===== src/rtl/pbs_pkg.sv =====
// -----------------------------------------------------------------------------
// pbs_pkg
// Shared constants for the battle player-input path:
//   - move codes presented on the switches and carried to the battle FSM
//   - one-bit state encoding of the move hand-off FSM
//   - saturating increment used by the optional accepted-move counter
// -----------------------------------------------------------------------------
package pbs_pkg;

    // Move codes selected on sw_move.
    localparam logic [1:0] MOVE_ATTACK = 2'd0;
    localparam logic [1:0] MOVE_HEAL   = 2'd1;
    localparam logic [1:0] MOVE_CATCH  = 2'd2;
    localparam logic [1:0] MOVE_RSVD   = 2'd3;

    // Move hand-off FSM states.
    localparam logic [0:0] IDLE    = 1'b0;
    localparam logic [0:0] PENDING = 1'b1;

    // Accepted-move counter ceiling (fits one hex digit).
    localparam logic [3:0] ACCEPT_MAX = 4'd15;

    // Increment a 4-bit count, holding at ACCEPT_MAX instead of wrapping.
    function automatic logic [3:0] sat_inc4(input logic [3:0] value);
        logic [3:0] result;
        if (value == ACCEPT_MAX) begin
            result = value;
        end else begin
            result = value + 4'd1;
        end
        return result;
    endfunction

endpackage


===== src/rtl/key_debounce.sv =====
// -----------------------------------------------------------------------------
// key_debounce
// Two-flop synchroniser, level debouncer and press detector for one active-low
// push button that is asynchronous to clk.
//   clk        in   system clock
//   reset_n    in   asynchronous active-low reset (sync stages and level reset
//                   to 1 = released, counter to 0)
//   key_n_i    in   raw button, active-low
//   press_o    out  one-cycle pulse when the debounced level goes 1 -> 0
// A level change is accepted only after DBNC_CYCLES consecutive synchronised
// samples that differ from the current debounced level.
// -----------------------------------------------------------------------------
module key_debounce #(
    parameter int unsigned DBNC_CYCLES = 16
) (
    input  logic clk,
    input  logic reset_n,
    input  logic key_n_i,
    output logic press_o
);

    localparam int unsigned CNT_W = ($clog2(DBNC_CYCLES) < 1) ? 1 : $clog2(DBNC_CYCLES);
    localparam logic [CNT_W-1:0] CNT_MAX  = CNT_W'(DBNC_CYCLES - 1);
    localparam logic [CNT_W-1:0] CNT_ZERO = {CNT_W{1'b0}};
    localparam logic [CNT_W-1:0] CNT_ONE  = CNT_W'(1);

    logic             sync1_q;
    logic             sync2_q;
    logic             deb_q;
    logic             deb_d;
    logic [CNT_W-1:0] cnt_q;
    logic [CNT_W-1:0] cnt_d;
    logic             press_q;
    logic             press_d;

    // Debounce next-state: count disagreeing samples, accept on the last one.
    always_comb begin
        deb_d   = deb_q;
        cnt_d   = cnt_q;
        press_d = 1'b0;
        if (sync2_q == deb_q) begin
            cnt_d = CNT_ZERO;
        end else if (cnt_q == CNT_MAX) begin
            deb_d   = sync2_q;
            cnt_d   = CNT_ZERO;
            // Only the press direction produces an event; releases are silent.
            press_d = ~sync2_q;
        end else begin
            cnt_d = cnt_q + CNT_ONE;
        end
    end

    // Synchroniser, debounced level, counter and registered press pulse.
    always_ff @(posedge clk or negedge reset_n) begin
        if (!reset_n) begin
            sync1_q <= 1'b1;
            sync2_q <= 1'b1;
            deb_q   <= 1'b1;
            cnt_q   <= CNT_ZERO;
            press_q <= 1'b0;
        end else begin
            sync1_q <= key_n_i;
            sync2_q <= sync1_q;
            deb_q   <= deb_d;
            cnt_q   <= cnt_d;
            press_q <= press_d;
        end
    end

    assign press_o = press_q;

endmodule


===== src/rtl/move_input_reader.sv =====
// -----------------------------------------------------------------------------
// move_input_reader
// Carries the player's turn choice into the battle control FSM: debounces the
// confirm/cancel buttons, latches sw_move on a confirm press and offers it as
// one move per valid/ready handshake. Only one move is ever outstanding.
//   clk            in   system clock
//   reset_n        in   asynchronous active-low reset
//   key_confirm_n  in   raw confirm button, active-low, asynchronous
//   key_cancel_n   in   raw cancel button, active-low, asynchronous
//   sw_move        in   move select switches [MOVE_W]
//   move_valid     out  a move is pending on move_code
//   move_code      out  latched move [MOVE_W], stable while move_valid
//   move_ready     in   consumer accepts the move (transfer on valid & ready)
//   pending_led    out  mirrors move_valid
// Optional feature, macro MOVE_READER_LAST_EN:
//   last_move      out  code of the most recently transferred move [MOVE_W]
//   accept_cnt     out  number of transfers, saturating at 15 [4]
// Key fall to move_valid high is DBNC_CYCLES+3 clock edges (2 sync stages,
// DBNC_CYCLES debounce samples, 1 FSM edge).
// -----------------------------------------------------------------------------
module move_input_reader
    import pbs_pkg::*;
#(
    parameter int unsigned DBNC_CYCLES = 16,
    parameter int unsigned MOVE_W      = 2
) (
    input  logic              clk,
    input  logic              reset_n,
    input  logic              key_confirm_n,
    input  logic              key_cancel_n,
    input  logic [MOVE_W-1:0] sw_move,
    output logic              move_valid,
    output logic [MOVE_W-1:0] move_code,
    input  logic              move_ready,
    output logic              pending_led
`ifdef MOVE_READER_LAST_EN
    ,
    output logic [MOVE_W-1:0] last_move,
    output logic [3:0]        accept_cnt
`endif
);

    logic              confirm_press_s;
    logic              cancel_press_s;
    logic              handshake_s;

    logic [0:0]        state_q;
    logic [0:0]        state_d;
    logic              valid_q;
    logic              valid_d;
    logic [MOVE_W-1:0] code_q;
    logic [MOVE_W-1:0] code_d;
    logic              led_q;

    key_debounce #(
        .DBNC_CYCLES (DBNC_CYCLES)
    ) u_confirm_dbnc (
        .clk     (clk),
        .reset_n (reset_n),
        .key_n_i (key_confirm_n),
        .press_o (confirm_press_s)
    );

    key_debounce #(
        .DBNC_CYCLES (DBNC_CYCLES)
    ) u_cancel_dbnc (
        .clk     (clk),
        .reset_n (reset_n),
        .key_n_i (key_cancel_n),
        .press_o (cancel_press_s)
    );

    assign handshake_s = valid_q & move_ready;

    // Move FSM next-state: latch on confirm, release on handshake or cancel.
    always_comb begin
        state_d = state_q;
        valid_d = valid_q;
        code_d  = code_q;
        case (state_q)
            IDLE: begin
                // A simultaneous cancel press vetoes the confirm.
                if (confirm_press_s && !cancel_press_s) begin
                    state_d = PENDING;
                    valid_d = 1'b1;
                    code_d  = sw_move;
                end else begin
                    state_d = IDLE;
                end
            end
            PENDING: begin
                // Handshake is checked first so a same-cycle cancel cannot
                // discard a move the consumer has already taken.
                if (handshake_s) begin
                    state_d = IDLE;
                    valid_d = 1'b0;
                end else if (cancel_press_s) begin
                    state_d = IDLE;
                    valid_d = 1'b0;
                end else begin
                    state_d = PENDING;
                end
            end
            default: begin
                state_d = IDLE;
                valid_d = 1'b0;
            end
        endcase
    end

    // Move FSM state, latched code and LED; reset drops valid immediately.
    always_ff @(posedge clk or negedge reset_n) begin
        if (!reset_n) begin
            state_q <= IDLE;
            valid_q <= 1'b0;
            code_q  <= {MOVE_W{1'b0}};
            led_q   <= 1'b0;
        end else begin
            state_q <= state_d;
            valid_q <= valid_d;
            code_q  <= code_d;
            led_q   <= valid_d;
        end
    end

    assign move_valid  = valid_q;
    assign move_code   = code_q;
    assign pending_led = led_q;

`ifdef MOVE_READER_LAST_EN
    logic [MOVE_W-1:0] last_q;
    logic [MOVE_W-1:0] last_d;
    logic [3:0]        acc_q;
    logic [3:0]        acc_d;

    // Transfer history next-state: capture code and count on each handshake.
    always_comb begin
        last_d = last_q;
        acc_d  = acc_q;
        if (handshake_s) begin
            last_d = code_q;
            acc_d  = sat_inc4(acc_q);
        end else begin
            last_d = last_q;
            acc_d  = acc_q;
        end
    end

    // Transfer history registers.
    always_ff @(posedge clk or negedge reset_n) begin
        if (!reset_n) begin
            last_q <= {MOVE_W{1'b0}};
            acc_q  <= 4'd0;
        end else begin
            last_q <= last_d;
            acc_q  <= acc_d;
        end
    end

    assign last_move  = last_q;
    assign accept_cnt = acc_q;
`endif

endmodule


===== config.mk =====
export PLATFORM = sky130hd
export DESIGN_NAME = move_input_reader
export DESIGN_NICKNAME = d
export VERILOG_FILES = /design/src/rtl/pbs_pkg.sv /design/src/rtl/key_debounce.sv /design/src/rtl/move_input_reader.sv
export SDC_FILE = /design/constraint.sdc
export NUM_CORES = 1
export LEC_CHECK = 0
export ABC_AREA = 1
export CELL_PAD_IN_SITES_DETAIL_PLACEMENT = 0
export CELL_PAD_IN_SITES_GLOBAL_PLACEMENT = 1
export CORE_UTILIZATION = 30
export DETAILED_ROUTE_END_ITERATION = 16
export GPL_TIMING_DRIVEN = 0
export PLACE_DENSITY = 0.69
export SYNTH_ARGS = -nofsm -noshare
export SYNTH_HDL_FRONTEND = slang
export SYNTH_SLANG_ARGS = --single-unit

===== constraint.sdc =====
create_clock -name clk -period 1.35 [get_ports clk]
set_input_delay 0.27 -clock clk [delete_from_list [all_inputs] [get_ports clk]]
set_output_delay 0.27 -clock clk [all_outputs]
set_load 0.005 [all_outputs]

# [After elaboration in Yosys (flattened, before gate mapping)]
# Index checks and enable logic that the tools add are counted.
[totals] reg_bits=20 in_bits=7 output_inout_bits=4 word_cells=49
[classes] addsub=2 eq_ne=6 muxes=16 bitwise=6 reduce_logical=6
[op_table] op="4-bit 2-to-1 mux" count=4
[op_table] op="1-bit 2-to-1 mux" count=10
[op_table] op="4-bit by 1-bit adder with 4-bit output (second input constant)" count=2
[op_table] op="4-bit == test (second input constant)" count=2
[op_table] op="2-bit AND reduction" count=4
[op_table] op="1-bit NOT" count=5
[op_table] op="1-bit one-hot mux with 2 select lines" count=2
[op_table] op="3-bit by 2-bit != test with 1-bit output (second input constant)" count=1
[op_table] op="1-bit == test" count=2
[op_table] op="2-bit != test (second input constant)" count=1
[op_table] op="1-bit bitwise AND" count=1
[op_table] op="1-bit logical AND" count=1
[op_table] op="1-bit logical NOT" count=1

# [Longest topological paths before layout]
[depth] ltp_word=4 mapped_depth=5 ltp_nobuf=5

# [Modules after synthesis]
# A second synthesis with hierarchy kept.
[unflattened] hier_cells=82 hier_area_um2=842.1
[by_module_without_submodules] mod="key_debounce" instances=2 cells_each=30 area_per_inst_um2=326.6
[by_module_without_submodules] mod="move_input_reader" instances=1 cells_each=22 area_per_inst_um2=188.9

# [Worst setup path before layout]
# OpenSTA, ideal clock, no wires.
[synth_path] path_type="reg-to-reg" start="register u_cancel_dbnc.cnt_q[0]" end="register u_cancel_dbnc.cnt_q[3]" setup_time_ps=69 arrival_ps=881 required_time_ps=1281 slack_ps=400 path_stages_with_launch=5 cell_sequence="dfrtp_1 -> ha_1 -> nand3_2 -> nand3_2 -> nor2_2"
[synth_between] elab_chain_len=3 elab_cells_between_ends=4 classes_between="add/sub: 1; eq/ne: 1; mux: 2"
[synth_lines] item="start: declaration" line="key_debounce.sv:31" source="logic [CNT_W-1:0] cnt_q;"
[synth_lines] item="start signal: assignment" line="key_debounce.sv:65" source="cnt_q <= cnt_d;"
[synth_lines] item="4-bit by 1-bit adder with 4-bit output / 4-bit == test (equally long branches)" line="key_debounce.sv:49, key_debounce.sv:43"
[synth_lines] item="4-bit 2-to-1 mux *" line="key_debounce.sv:43" source="end else if (cnt_q == CNT_MAX) begin"
[synth_lines] item="4-bit 2-to-1 mux *" line="key_debounce.sv:41" source="if (sync2_q == deb_q) begin"
[synth_lines] item="named net u_cancel_dbnc.cnt_d[3]" line="key_debounce.sv:32" source="logic [CNT_W-1:0] cnt_d;"
# The timed path passes the listed nets; every way through them passes the cells marked *.
# A chain may end at the register's enable or synchronous reset.

==> results.cfg <==
[cts]
cts_tree = yes
path_clk_slew_ns = 0.12
clockBufferDepth = 2
clock_latency_ns = 0.30
clock-sinks = 20
cts.htree.levels = 1
cts_made_buffers = 3
cts_hold_buf = 0
cts_root_buf = clkbuf_4

[routing]
viasPerCell = 4.286
drt_iter0_drc = 2
drc = 0
dr.pass1.iters = 4
wl_mm = 1.145
drtAntennaViolNets = 0
wl_per_cell_um = 9.087
vias = 540

[grt]
busiest_layer = met1
gr-usage-all-layers = 0.09810
grt_pass1_wl_mm = 1.945
grt_use_met3 = 0.02459
met2_usage = 0.1225
grt-ovfl-total = 0
grt_max_degree = 21
grt_pass1_vias = 458
use_met1 = 0.1411
antenna_found_initial = 0

[worst_hold_path]
hold_depth = 1
worstHoldStart = key_confirm_n
min_path_type = in2reg
holdPathEnd = u_confirm_dbnc.sync1_q$_DFF_PN1_

[floorplan]
rows = 18
dieArea_um2 = 3014
die-height_um = 54.90
start_util = 0.3270
core_area_um2 = 2567
io_pins = 11
die_x_um = 54.90

[timing]
timing.fmax_mhz = 802.7
hold_viol = 0
tightest_slew_ns = 0.8792
fin_tns_setup_ns = 0
rsz0062_at_grt = no
relSlewSlack = 0.4120
finalCriticalPeriod_ns = 1.246
slew_viol_final = 0
clock_skew_ns = 0.01143
final-setup-viol-count = 0
post-route-period-util = 0.9229

[setup_path]
cp.arrival_ns = 0.98
cp_slowest_stage_delay_ns = 0.41
reg2reg_from = u_cancel_dbnc.cnt_q[0]$_DFF_PN0_
setup.worst_path.class = reg2out
worst_path_max_delay_cell = dfrtp_1
r2r_slack_ns = 0.32
required_ns = 1.08
worstRegToRegCells = 4
path_buf_inv = 1
r2r-end = u_cancel_dbnc.cnt_q[3]$_DFF_PN0_
endpoint_kind = output port
crit_fanout = 3
worstPathCellList = dlygate4sd2_1
worst_setup_path_start_kind = flip-flop
cp_top_family = flip-flops

[place]
dp.cells = 120
dp_hpwl_um = 810.4
place.gp.congestion = 0.6837
io_buffers = 10

[yosys]
syn_area_um2 = 839.6
synth_cells = 80
synth_area_leader_cell = dfrtp_1
syn_nets = 89
synth_area_leaders = dfrtp_1 (42%), dfstp_2 (19%), nand2_1 (8.0%)
ys_warn_count = 0
synth.distinct_cells = 17
synth.top_cell.area_share = 0.4173
ys_ff_latch = 20
async_flop_share = 1.000
yosysSeqAreaShare = 0.6051
syn_avg_cell_area_um2 = 10.49
synth-edff-count = 0
synth_ff_type = dfrtp_1

[flow_run]
maxCapViolCount = 0

[power_and_ir_drop]
cellInternalPower_uw = 982.4
swShare = 0.2046
p_per_area_nw_per_um2 = 1189
p_comb_frac = 0.078
p_clk_frac = 0.395
switching_power_uw = 252.6
p_leak_nw = 0.4840
pwr-share-seq = 0.527
peakVddDrop_mv = 0.5309

[cells_and_area]
n_antenna_cell = 0
final_nets = 106
final_cells = 126
layout-drive-gt1-share = 0.2708
final_util = 0.4045
syn2layout_area_growth_pct = 23.70

[status]
outcome = finished, final reports clean
layout make-up:
type / count / area (µm²)
plain buffers: 1 / 7.507
clock buffers: 3 / 22.52
clock inverters: 1 / 30.03
fillers: 252 / 1529
inverters: 11 / 41.29
multi-input cells: 48 / 282.8
flip-flops and latches: 20 / 508.0
well taps: 30 / 37.54
repair buffers: 12 / 108.9
power by group through the flow:
stage                     logic [mW]  registers, mW  clock network (mW)
after floorplan               0.0464          0.659                   0
after global placement        0.0955          0.661                   0
after global routing           0.111          0.656               0.526
after CTS                     0.0996          0.650               0.508
final                         0.0969          0.650               0.488
after detailed placement      0.0970          0.662                   0
sequential cells by signal (all words and copies together) (netlist names):
register / cells
u_cancel_dbnc.sync2_q: 1
u_cancel_dbnc.press_o: 1
state_q: 1
u_confirm_dbnc.deb_q: 1
u_cancel_dbnc.sync1_q: 1
u_cancel_dbnc.deb_q: 1
move_code: 2
u_cancel_dbnc.cnt_q: 4
u_confirm_dbnc.press_o: 1
u_confirm_dbnc.cnt_q: 4
pending_led: 1
u_confirm_dbnc.sync1_q: 1
u_confirm_dbnc.sync2_q: 1
cell usage after synthesis (3+ instances only):
| master | instances |
|---|---|
| nand3_1 | 3 |
| nand3_2 | 4 |
| dfrtp_1 | 14 |
| inv_1 | 9 |
| o21ai_1 | 4 |
| dfstp_2 | 6 |
| nand2_1 | 18 |
| nor2_1 | 7 |
stage by stage:
stage / worst slack (ns) / area [µm²] / power [mW] / hold slack (ns)
4_1_cts: 0.07977 / 1039 / 1.258 / 0.3391
2_1_floorplan: 0.4002 / 839.6 / 0.7054 / -0.02559
3_5_place_dp: -0.07949 / 977.2 / 0.7589 / 0.3472
6_report: 0.1041 / 1039 / 1.235 / 0.3551
5_1_grt: 0.03590 / 1039 / 1.293 / 0.3505
3_3_place_gp: -0.04719 / 977.2 / 0.7568 / 0.3455
layer usage:
metal | routed length [µm] | share of wire
met5 | 0 | 0
met4 | 10 | 0.0087
met3 | 42 | 0.037
met2 | 524 | 0.46
met1 | 568 | 0.50
kinds of logic (layout without fill, tap and decap cells):
family,Yosys count,in the layout,share of synthesized area
buf+inv,12,28,0.05813
compound gates,4,4,0.02385
xor+xnor,2,2,0.02087
simple gates,40,40,0.2623
flops,20,20,0.6051
fa+ha+maj,2,2,0.02980
layout by cell type (no fill, tap or decap):
cell              n
nand4_1           2
nand3_1           3
inv_2             2
nor2_2            1
inv_1             9
xnor2_1           2
nand2_2           2
nor3_2            2
bufinv_16         1
nand2_1          18
nor2_1            7
nand3_2           4
o21ai_1           4
buf_4             4
ha_1              2
dfrtp_1          14
dlygate4sd2_1     3
clkdlybuf4s50_1   6
nand3b_4          1
clkbuf_4          3
dfstp_2           6
worst max path at each step:
stage,startpoint,end,cells after the start
global placement,reset_n,u_confirm_dbnc.cnt_q[3]$_DFF_PN0_,1
CTS,pending_led$_DFFE_PN0P_,move_valid,1
detailed placement,reset_n,move_code[0]$_DFFE_PN0P_,1
floorplan,u_cancel_dbnc.cnt_q[0]$_DFF_PN0_,u_cancel_dbnc.cnt_q[3]$_DFF_PN0_,4
global route,pending_led$_DFFE_PN0P_,move_valid,1
finish,pending_led$_DFFE_PN0P_,move_valid,1
what timing repair did:
action / in CTS / in global routing
gates resized for setup: 5 / 0
endpoints found under the setup margin: 4 / 0
setup buffers: 2 / 0
No activity file was read; power rests on OpenSTA's default activity.
